### src/rtl/zeroriscy_soc_pkg.sv
// zeroriscy_soc shared types: core FSM states, status flag bit
// indices and the instruction address step.
package zeroriscy_soc_pkg;

  typedef enum logic [1:0] {
    IDLE,
    RUN,
    WB,
    DONE
  } core_state_e;

  localparam int FLAG_C1_WR    = 0;
  localparam int FLAG_C2_WR    = 1;
  localparam int FLAG_MATCH    = 2;
  localparam int FLAG_MISMATCH = 3;

  localparam logic [31:0] INSTR_STEP = 32'd4;

endpackage

### src/rtl/zeroriscy_soc_if.sv
// Core-to-arbiter result write channel.
// master: req/data out, gnt in; slave: the reverse.
interface zeroriscy_soc_if;

  logic        req;
  logic        gnt;
  logic [31:0] data;

  modport master (
    output req,
    output data,
    input  gnt
  );

  modport slave (
    input  req,
    input  data,
    output gnt
  );

endinterface

### src/rtl/zeroriscy_soc_core.sv
// zr_mini_core: summation sequencer with result write-back.
// Ports: clk_i, rst_i, en_i, [fault_i if ZR_SOC_FAULT_INJECT_EN], wr, acc_o, addr_o.
module zr_mini_core
  import zeroriscy_soc_pkg::*;
#(
  parameter int          N_ITER    = 10,
  parameter logic [31:0] BOOT_ADDR = 32'h0000_0080
) (
  input  logic         clk_i,
  input  logic         rst_i,
  input  logic         en_i,
`ifdef ZR_SOC_FAULT_INJECT_EN
  input  logic         fault_i,
`endif
  zeroriscy_soc_if.master wr,
  output logic [31:0]  acc_o,
  output logic [31:0]  addr_o
);

  localparam logic [7:0] LAST = 8'(N_ITER);

  core_state_e state;
  logic [7:0]  cnt;
  logic [7:0]  cnt_nx;
  logic [31:0] acc;
  logic [31:0] addr;
  logic [31:0] sum;
  logic        req_q;

  always_comb begin
    cnt_nx = cnt + 8'd1;
    sum    = acc + {24'd0, cnt_nx};
`ifdef ZR_SOC_FAULT_INJECT_EN
    if (state == RUN && fault_i)
      sum = sum ^ 32'h1;
`endif
  end

  // IDLE shares the RUN datapath: the enabling
  // cycle already performs iteration 1.
  always_ff @(posedge clk_i) begin
    if (rst_i) begin
      state <= IDLE;
      cnt   <= 8'd0;
      acc   <= 32'd0;
      addr  <= BOOT_ADDR;
      req_q <= 1'b0;
    end else begin
      unique case (state)
        IDLE, RUN: begin
          if (en_i) begin
            cnt  <= cnt_nx;
            acc  <= sum;
            addr <= addr + INSTR_STEP;
            if (cnt_nx == LAST) begin
              state <= WB;
              req_q <= 1'b1;
            end else begin
              state <= RUN;
            end
          end
        end
        WB: begin
          if (wr.gnt) begin
            state <= DONE;
            req_q <= 1'b0;
          end
        end
        DONE: begin
        end
        default: begin
        end
      endcase
    end
  end

  assign wr.req  = req_q;
  assign wr.data = acc;
  assign acc_o   = acc;
  assign addr_o  = addr;

endmodule

### src/rtl/zeroriscy_soc.sv
// Dual-core SoC: two zr_mini_core, fixed-priority write arbiter,
// two-word result memory and result comparator. Ports: clk_i,
// rst_ni (active-high), fetch_enable_i_1/2, [fault_inject_i if
// ZR_SOC_FAULT_INJECT_EN], alu_result_c1/2, mem_flag, mem_result,
// instr_addr1/2.
module zeroriscy_soc
  import zeroriscy_soc_pkg::*;
#(
  parameter int          N_ITER    = 10,
  parameter logic [31:0] BOOT_ADDR = 32'h0000_0080
) (
  input  logic        clk_i,
  input  logic        rst_ni,
  input  logic        fetch_enable_i_1,
  input  logic        fetch_enable_i_2,
`ifdef ZR_SOC_FAULT_INJECT_EN
  input  logic        fault_inject_i,
`endif
  output logic [31:0] alu_result_c1,
  output logic [31:0] alu_result_c2,
  output logic [31:0] mem_flag,
  output logic [31:0] mem_result,
  output logic [31:0] instr_addr1,
  output logic [31:0] instr_addr2
);

  zeroriscy_soc_if c1_if ();
  zeroriscy_soc_if c2_if ();

  logic [31:0] mem_q [2];
  logic [3:0]  flag_q;
  logic [31:0] res_q;
  logic        both_wr;
  logic        decided;

  zr_mini_core #(
    .N_ITER    (N_ITER),
    .BOOT_ADDR (BOOT_ADDR)
  ) u_core1 (
    .clk_i   (clk_i),
    .rst_i   (rst_ni),
    .en_i    (fetch_enable_i_1),
`ifdef ZR_SOC_FAULT_INJECT_EN
    .fault_i (1'b0),
`endif
    .wr      (c1_if),
    .acc_o   (alu_result_c1),
    .addr_o  (instr_addr1)
  );

  zr_mini_core #(
    .N_ITER    (N_ITER),
    .BOOT_ADDR (BOOT_ADDR)
  ) u_core2 (
    .clk_i   (clk_i),
    .rst_i   (rst_ni),
    .en_i    (fetch_enable_i_2),
`ifdef ZR_SOC_FAULT_INJECT_EN
    .fault_i (fault_inject_i),
`endif
    .wr      (c2_if),
    .acc_o   (alu_result_c2),
    .addr_o  (instr_addr2)
  );

  // Core 1 has fixed priority; core 2 holds its
  // request and is served once core 1 drops.
  assign c1_if.gnt = c1_if.req;
  assign c2_if.gnt = c2_if.req & ~c1_if.req;

  assign both_wr = flag_q[FLAG_C1_WR] & flag_q[FLAG_C2_WR];
  assign decided = flag_q[FLAG_MATCH] | flag_q[FLAG_MISMATCH];

  always_ff @(posedge clk_i) begin
    if (rst_ni) begin
      mem_q[0] <= 32'd0;
      mem_q[1] <= 32'd0;
      flag_q   <= 4'd0;
      res_q    <= 32'd0;
    end else begin
      if (c1_if.gnt) begin
        mem_q[0]           <= c1_if.data;
        flag_q[FLAG_C1_WR] <= 1'b1;
      end else if (c2_if.gnt) begin
        mem_q[1]           <= c2_if.data;
        flag_q[FLAG_C2_WR] <= 1'b1;
      end
      if (both_wr && !decided) begin
        if (mem_q[0] == mem_q[1]) begin
          flag_q[FLAG_MATCH] <= 1'b1;
          res_q              <= mem_q[0];
        end else begin
          flag_q[FLAG_MISMATCH] <= 1'b1;
        end
      end
    end
  end

  assign mem_flag   = {28'd0, flag_q};
  assign mem_result = res_q;

endmodule

### config.mk
export PLATFORM = sky130hd
export DESIGN_NAME = zeroriscy_soc
export DESIGN_NICKNAME = d
export VERILOG_FILES = /design/src/rtl/zeroriscy_soc_pkg.sv /design/src/rtl/zeroriscy_soc_if.sv /design/src/rtl/zeroriscy_soc_core.sv /design/src/rtl/zeroriscy_soc.sv
export SDC_FILE = /design/constraint.sdc
export NUM_CORES = 1
export LEC_CHECK = 0
export ABC_AREA = 0
export CAP_MARGIN = 20
export CORE_AREA = 10 10 156 173
export DETAILED_ROUTE_END_ITERATION = 10
export DIE_AREA = 0 0 166 183
export PLACE_DENSITY = 0.8
export SLEW_MARGIN = 30
export SYNTH_ARGS = -nofsm -noshare
export SYNTH_HDL_FRONTEND = slang
export SYNTH_HIERARCHICAL = 1
export SYNTH_SLANG_ARGS = --single-unit
export TNS_END_PERCENT = 30
### constraint.sdc
create_clock -name clk_i -period 3.36 [get_ports clk_i]
set_clock_uncertainty 0.1 [all_clocks]
set_input_delay 0.672 -clock clk_i [delete_from_list [all_inputs] [get_ports clk_i]]
set_output_delay 0.672 -clock clk_i [all_outputs]
set_load 0.02 [all_outputs]
# After elaboration in Yosys (flattened, before gate mapping)
# Memories as Yosys holds them, arrays and structs flattened.
# Cells that the tools add are included.
[classes] add_sub_neg=6 eq_ne=13 n_mux=26 n_bitwise=7 n_reduce_logical=17
[op_table] operator="32-bit by 3-bit adder with 32-bit output (second input constant)" count=2
[op_table] operator="32-bit by 8-bit adder with 32-bit output" count=2
[op_table] operator="32-bit two-way mux" count=2
[op_table] operator="32-bit equality test" count=1
[op_table] operator="8-bit by 1-bit adder with 8-bit output (second input constant)" count=2
[op_table] operator="8-bit by 4-bit equality test with 1-bit output (second input constant)" count=2
[op_table] operator="1-bit two-way mux" count=14
[op_table] operator="2-bit two-way mux" count=6
[op_table] operator="2-bit AND reduction" count=5
[op_table] operator="3-bit AND reduction" count=3
[op_table] operator="2-bit one-hot mux with 2 select lines" count=2
[op_table] operator="2-bit by 1-bit != test with 1-bit output (second input constant)" count=3
[op_table] operator="2-bit != test (second input constant)" count=3
[op_table] operator="2-bit by 1-bit equality test with 1-bit output (second input constant)" count=2
[op_table] operator="2-bit equality test (second input constant)" count=2
[op_table] operator="2-bit logical NOT" count=2
[op_table] operator="1-bit one-hot mux with 2 select lines" count=2
[op_table] operator="4-bit AND reduction" count=1
[op_table] operator="2-bit nonzero test" count=2
[op_table] operator="2-bit OR reduction" count=2
[op_table] operator="1-bit bitwise OR" count=3
[op_table] operator="1-bit bitwise AND" count=2
[op_table] operator="1-bit inverter" count=2
[op_table] operator="1-bit logical AND" count=1
[op_table] operator="1-bit logical NOT" count=1
[totals] ff_bits=186 ram_bits=64 in_bits=4 output_inout_bits=192 elab_cells=85 mem_count=1
[memory_table] name="mem_q" depth=2 word_bits=32 read_ports=2 rd_ports_with_merged_regs=0 write_ports=2 line_no="zeroriscy_soc.sv:30" rtl="logic [31:0] mem_q [2];"

# Depth between registers and ports, before layout
[depth] word_depth=7 mapped_depth=12 mapped_depth_nobuf=10

# Modules after synthesis
# The synthesis kept the hierarchy.
[modules_own_cells] mod="zeroriscy_soc" n_inst=1 cells_each=363 area_per_inst_um2=4510.6
[modules_own_cells] mod="zr_mini_core (u_core1)" n_inst=1 cells_each=515 area_per_inst_um2=4172.8
[modules_own_cells] mod="zr_mini_core (u_core2)" n_inst=1 cells_each=468 area_per_inst_um2=3978.8

# Worst setup path before layout
# Ideal clock, no wire load.
[synth_path] path_type="register -> register" startpoint="reg u_core1.cnt[0]" endpoint="reg u_core1.acc[17], in the netlist u_core1/acc_o[17]" arrival_time_ps=2644 required_ps=3139 slack_ps=495 stages_incl_launch_ff=10 path_buffers=0 synth_period_minus_slack_ps=2865 cell_sequence="dfxtp_1 > ha_1 > nand3_1 > xnor2_1 > ha_1 > and2_1 > nand3_1 > a2111o_1 > a211oi_1 > mux2_2"
[synth_via] elab_chain_len=2
[synth_lines] item="start: declaration" line_no="zeroriscy_soc_core.sv:23" rtl="logic [7:0] cnt;"
[synth_lines] item="start signal: assignment" line_no="zeroriscy_soc_core.sv:52" rtl="cnt <= cnt_nx;"
[synth_lines] item="8-bit by 1-bit adder with 8-bit output" line_no="zeroriscy_soc_core.sv:31" rtl="cnt_nx = cnt + 8'd1;"
[synth_lines] item="named net u_core1.cnt_nx[4]" line_no="zeroriscy_soc_core.sv:24" rtl="logic [7:0] cnt_nx;"
[synth_lines] item="32-bit by 8-bit adder with 32-bit output" line_no="zeroriscy_soc_core.sv:32" rtl="sum = acc + {24'd0, cnt_nx};"
[synth_lines] item="end signal: assignment" line_no="zeroriscy_soc_core.sv:53" rtl="acc <= sum;"
[synth_lines] item="end: declaration" line_no="zeroriscy_soc_core.sv:25" rtl="logic [31:0] acc;"
# The timed path passes the listed nets, and every way through them passes these cells.
# A chain may end at the register's enable or synchronous reset.

# Final worst setup path
[layout_path] startpoint="reg u_core1.cnt[0]" endpoint="reg u_core1.acc[27], in the netlist u_core1/acc_o[27]"
# Same word-level chain as after synthesis.

==> results.md <==
* Status: finished clean
* Cell family with the largest share of critical-path delay: compound AO/OA/AOI/OAI gates
* Main flop type after synthesis: dfxtp_1
* H-tree levels at 1
* Worst VDD drop at 354.9 µV
* Sw Pwr at 1.397 mW
* YS warnings at 6
* Async SR Flop Fraction at 0%
* Pin count of the biggest net entering global routing at 94
* Worst-path fanout max at 7
* Hold Slack at 0.3695 ns
* Sw frac at 22.25%
* Clk_lat worst skew at 0.53 ns
* I/O pin total at 196
* Area contributors post-synth: dfxtp_1 (29%), edfxtp_1 (15%), xor2_1 (5.9%)
* Initial core utilization at 54.11%
* Hold Buf Count CTS at 0
* ANT cells at 0
* Routed Antenna Nets at 0
* Synth Area in XOR/XNOR at 8.715%
* WL/cell at 17.43 µm
* CP cell instances: ha_2, nand3_1, nor2_1, xor2_1, ha_1, a21oi_1, nor2_1, a21oi_1, a211oi_1, mux2_2
* Routed WL at 30470 µm
* Post-DR vias/cell at 5.466
* Syn avg cell area at 9.407 µm²
* CTS sink cnt at 246
* Setup crit start kind: flip-flop
* Area share of fa/ha/maj cells after synthesis at 2.490%
* Mux contribution to synthesized area at 3.913%
* Setup bufs post-CTS at 0
* Critical path class: reg2reg
* EDFF count, synth at 64
* Routability cong. at 0.8893
* Initial antenna violation count at 0
* Num CTS Buffers at 26
* Synth unique cells at 68
* Tcrit/Tclk final at 93.64%
* Power per cell area at 424.9 nW/µm²
* Die height at 183 µm
* Setup-failing EPs final at 0
* Post-Syn Instances at 1346
* Unrepaired setup endpoints after global routing: false
* Max cap viols at 0
* Post-synthesis simple-gate area fraction at 23.85%
* Area of the multi-input gates at 6111 µm²
* Combinational group share of total power at 4.9%
* Total GRT Usage at 19.00%
* Lkg Pwr at 5.345 nW
* Compound-cell area share of the yosys netlist at 8.152%
* Most common cell in the synthesized netlist: dfxtp_1
* Clock network power share at 45.2%
* Synth area leader: dfxtp_1
* Global-route wire length before repair at 48690 µm
* I/O Buffers at 163
* Synthesized cell area at 12660 µm²
* Fin. Hold Viols at 0
* Fill count at 1931
* Post-DP HPWL at 21640 µm
* Critical Path AT at 3.45 ns
* Vias in the first global route at 9168
* Worst EP required at 3.66 ns
* Buf+Inv Stages, Crit Path at 0
* Synthesized flop and latch total at 246
* Root buffer cell: clkbuf_16
* Register area share after synthesis at 43.95%
* Die X at 166 µm
* # rows at 59
* CP peak stage delay at 0.50 ns
* Crit path capture type: flip-flop
* DRC violations left at 0
* Share of the synthesized area in the top cell type at 28.77%
* Setup TNS at 0 ns
* GR Overflow Total at 0
* Number of DRC markers in iteration 0 at 670
* Share of cells above drive strength 1 at 6.376%
* Fmax at 317.8 MHz
* Vias at 9555
* Slowest cell on the critical path: a21oi_1
* DR pass1 iterations at 5
* Least-Margin Pin Slew at 0.9387 ns
* Reg clk slew, reported paths at 0.06 ns
* TritonCTS clock tree: done
* Hold Crit Class: reg2reg
* Final Max Tran Viols at 0
* Sequential share of power at 50.0%
* Die area at 30380 µm²
* Core area at 23400 µm²
* Fin crit period at 3.146 ns
* Register area at 5565 µm²
* Post-synth top cells: dfxtp_1 (182), nor2_1 (118), buf_4 (96), xor2_1 (85), nand2b_1 (72)
* Max clock buf depth at 3
* Slew HR at 37.42%
* Area grow syn2layout at 16.77%
* Largest family of logic cells by synthesized area: simple AND/OR/NAND/NOR gates
* Nets at 1451
* Int Pwr at 4.885 mW
registers in the layout, indices dropped and copies added (netlist names):
signal	cells
u_core1/cnt	8
u_core2/cnt	8
u_core1/addr_o	30
u_core2/addr_o	30
mem_q	64
u_core1/wr.req	1
u_core1/acc_o	32
u_core2/state	2
u_core1/state	2
mem_result	32
u_core2/wr.req	1
u_core2/acc_o	32
flag_q	4
stage by stage:
stage | power, mW | setup slack, ns | cells | util, % | area [µm²]
2_1_floorplan | 3.443 | 0.4950 | 1375 | - | 12770
3_3_place_gp | 3.496 | 0.3017 | 1700 | 59.48 | 13920
3_5_place_dp | 3.503 | 0.1851 | 1700 | 59.48 | 13920
4_1_cts | 6.340 | 0.1763 | 1748 | 63.09 | 14760
5_1_grt | 6.497 | 0.006955 | 1748 | 63.18 | 14790
6_report | 6.282 | 0.2136 | 1748 | 63.18 | 14790
logic make-up (layout without fill, tap and decap cells):
family                     Yosys count  after routing
buffers and inverters              191            259
AOI/OAI and AO/OA                  165            165
xor gates and xnor gates           126            126
and+or+nand+nor                    543            543
DFF                                246            246
adders and majority gates           24             24
muxes                               48             48
other                                3             32
routing by layer:
| layer | wire length [µm] | GRT usage [%] | up-vias |
|---|---|---|---|
| met1 | 13230 | 24.23 | 4499 |
| met5 | 0 | 0 | - |
| met4 | 799 | 6.312 | 0 |
| li1 | - | - | 4669 |
| met3 | 2676 | 5.945 | 50 |
| met2 | 13760 | 30.05 | 337 |
power by group through the flow:
stage               sequential [mW]  combinational [mW]  clock (mW)
floorplan                      3.20               0.246           0
global placement               3.20               0.296           0
detailed placement             3.20               0.301           0
CTS                            3.14               0.304        2.90
global route                   3.14               0.340        3.01
finish                         3.14               0.305        2.84
repair_timing:
item / CTS / global route
gates resized for setup: 0 / 3
hold endpoints to repair: 0 / 0
setup endpoints to repair: 0 / 10
worst register-to-register path, stage by stage, from the launching register on:
cell	delay, ns
dfxtp_1	0.44
ha_2	0.28
nand3_1	0.16
nor2_1	0.25
xor2_1	0.17
ha_1	0.29
a21oi_1	0.31
nor2_1	0.08
a21oi_1	0.50
a211oi_1	0.17
mux2_2	0.30
final cells by class:
| type | instances | area share (%) |
|---|---|---|
| clock inverter | 9 | 0.6347 |
| clock buffer | 39 | 5.077 |
| multi-input combinational | 938 | 41.33 |
| tap | 305 | 2.581 |
| timing repair buffer | 175 | 11.82 |
| sequential | 246 | 37.64 |
| inverter | 36 | 0.9139 |
cells in the final DEF, fill, tap and decap left out, drive strengths merged, types with 26 or more instances in the layout:
cell,n
a21oi,66
and2,67
clkbuf,39
clkdlybuf4s50,162
conb,32
dfxtp,182
edfxtp,64
inv,36
mux2i,36
nand2,70
nand2b,72
nand3,44
nand4,31
nor2,118
nor4,26
o21ai,37
xnor2,41
xor2,85
final timing paths:
kind / startpoint / end / slack [ns] / depth (start not counted)
worst max-delay path: u_core1/cnt[0] / u_core1/acc_o[27] / 0.21 / 10
worst min-delay path: flag_q[3] / flag_q[3] / 0.37 / 2
worst max register to register: u_core1/cnt[0] / u_core1/acc_o[27] / 0.21 / 10
worst min register to register: flag_q[3] / flag_q[3] / 0.37 / 2
Power figures use the tool's default switching activity.
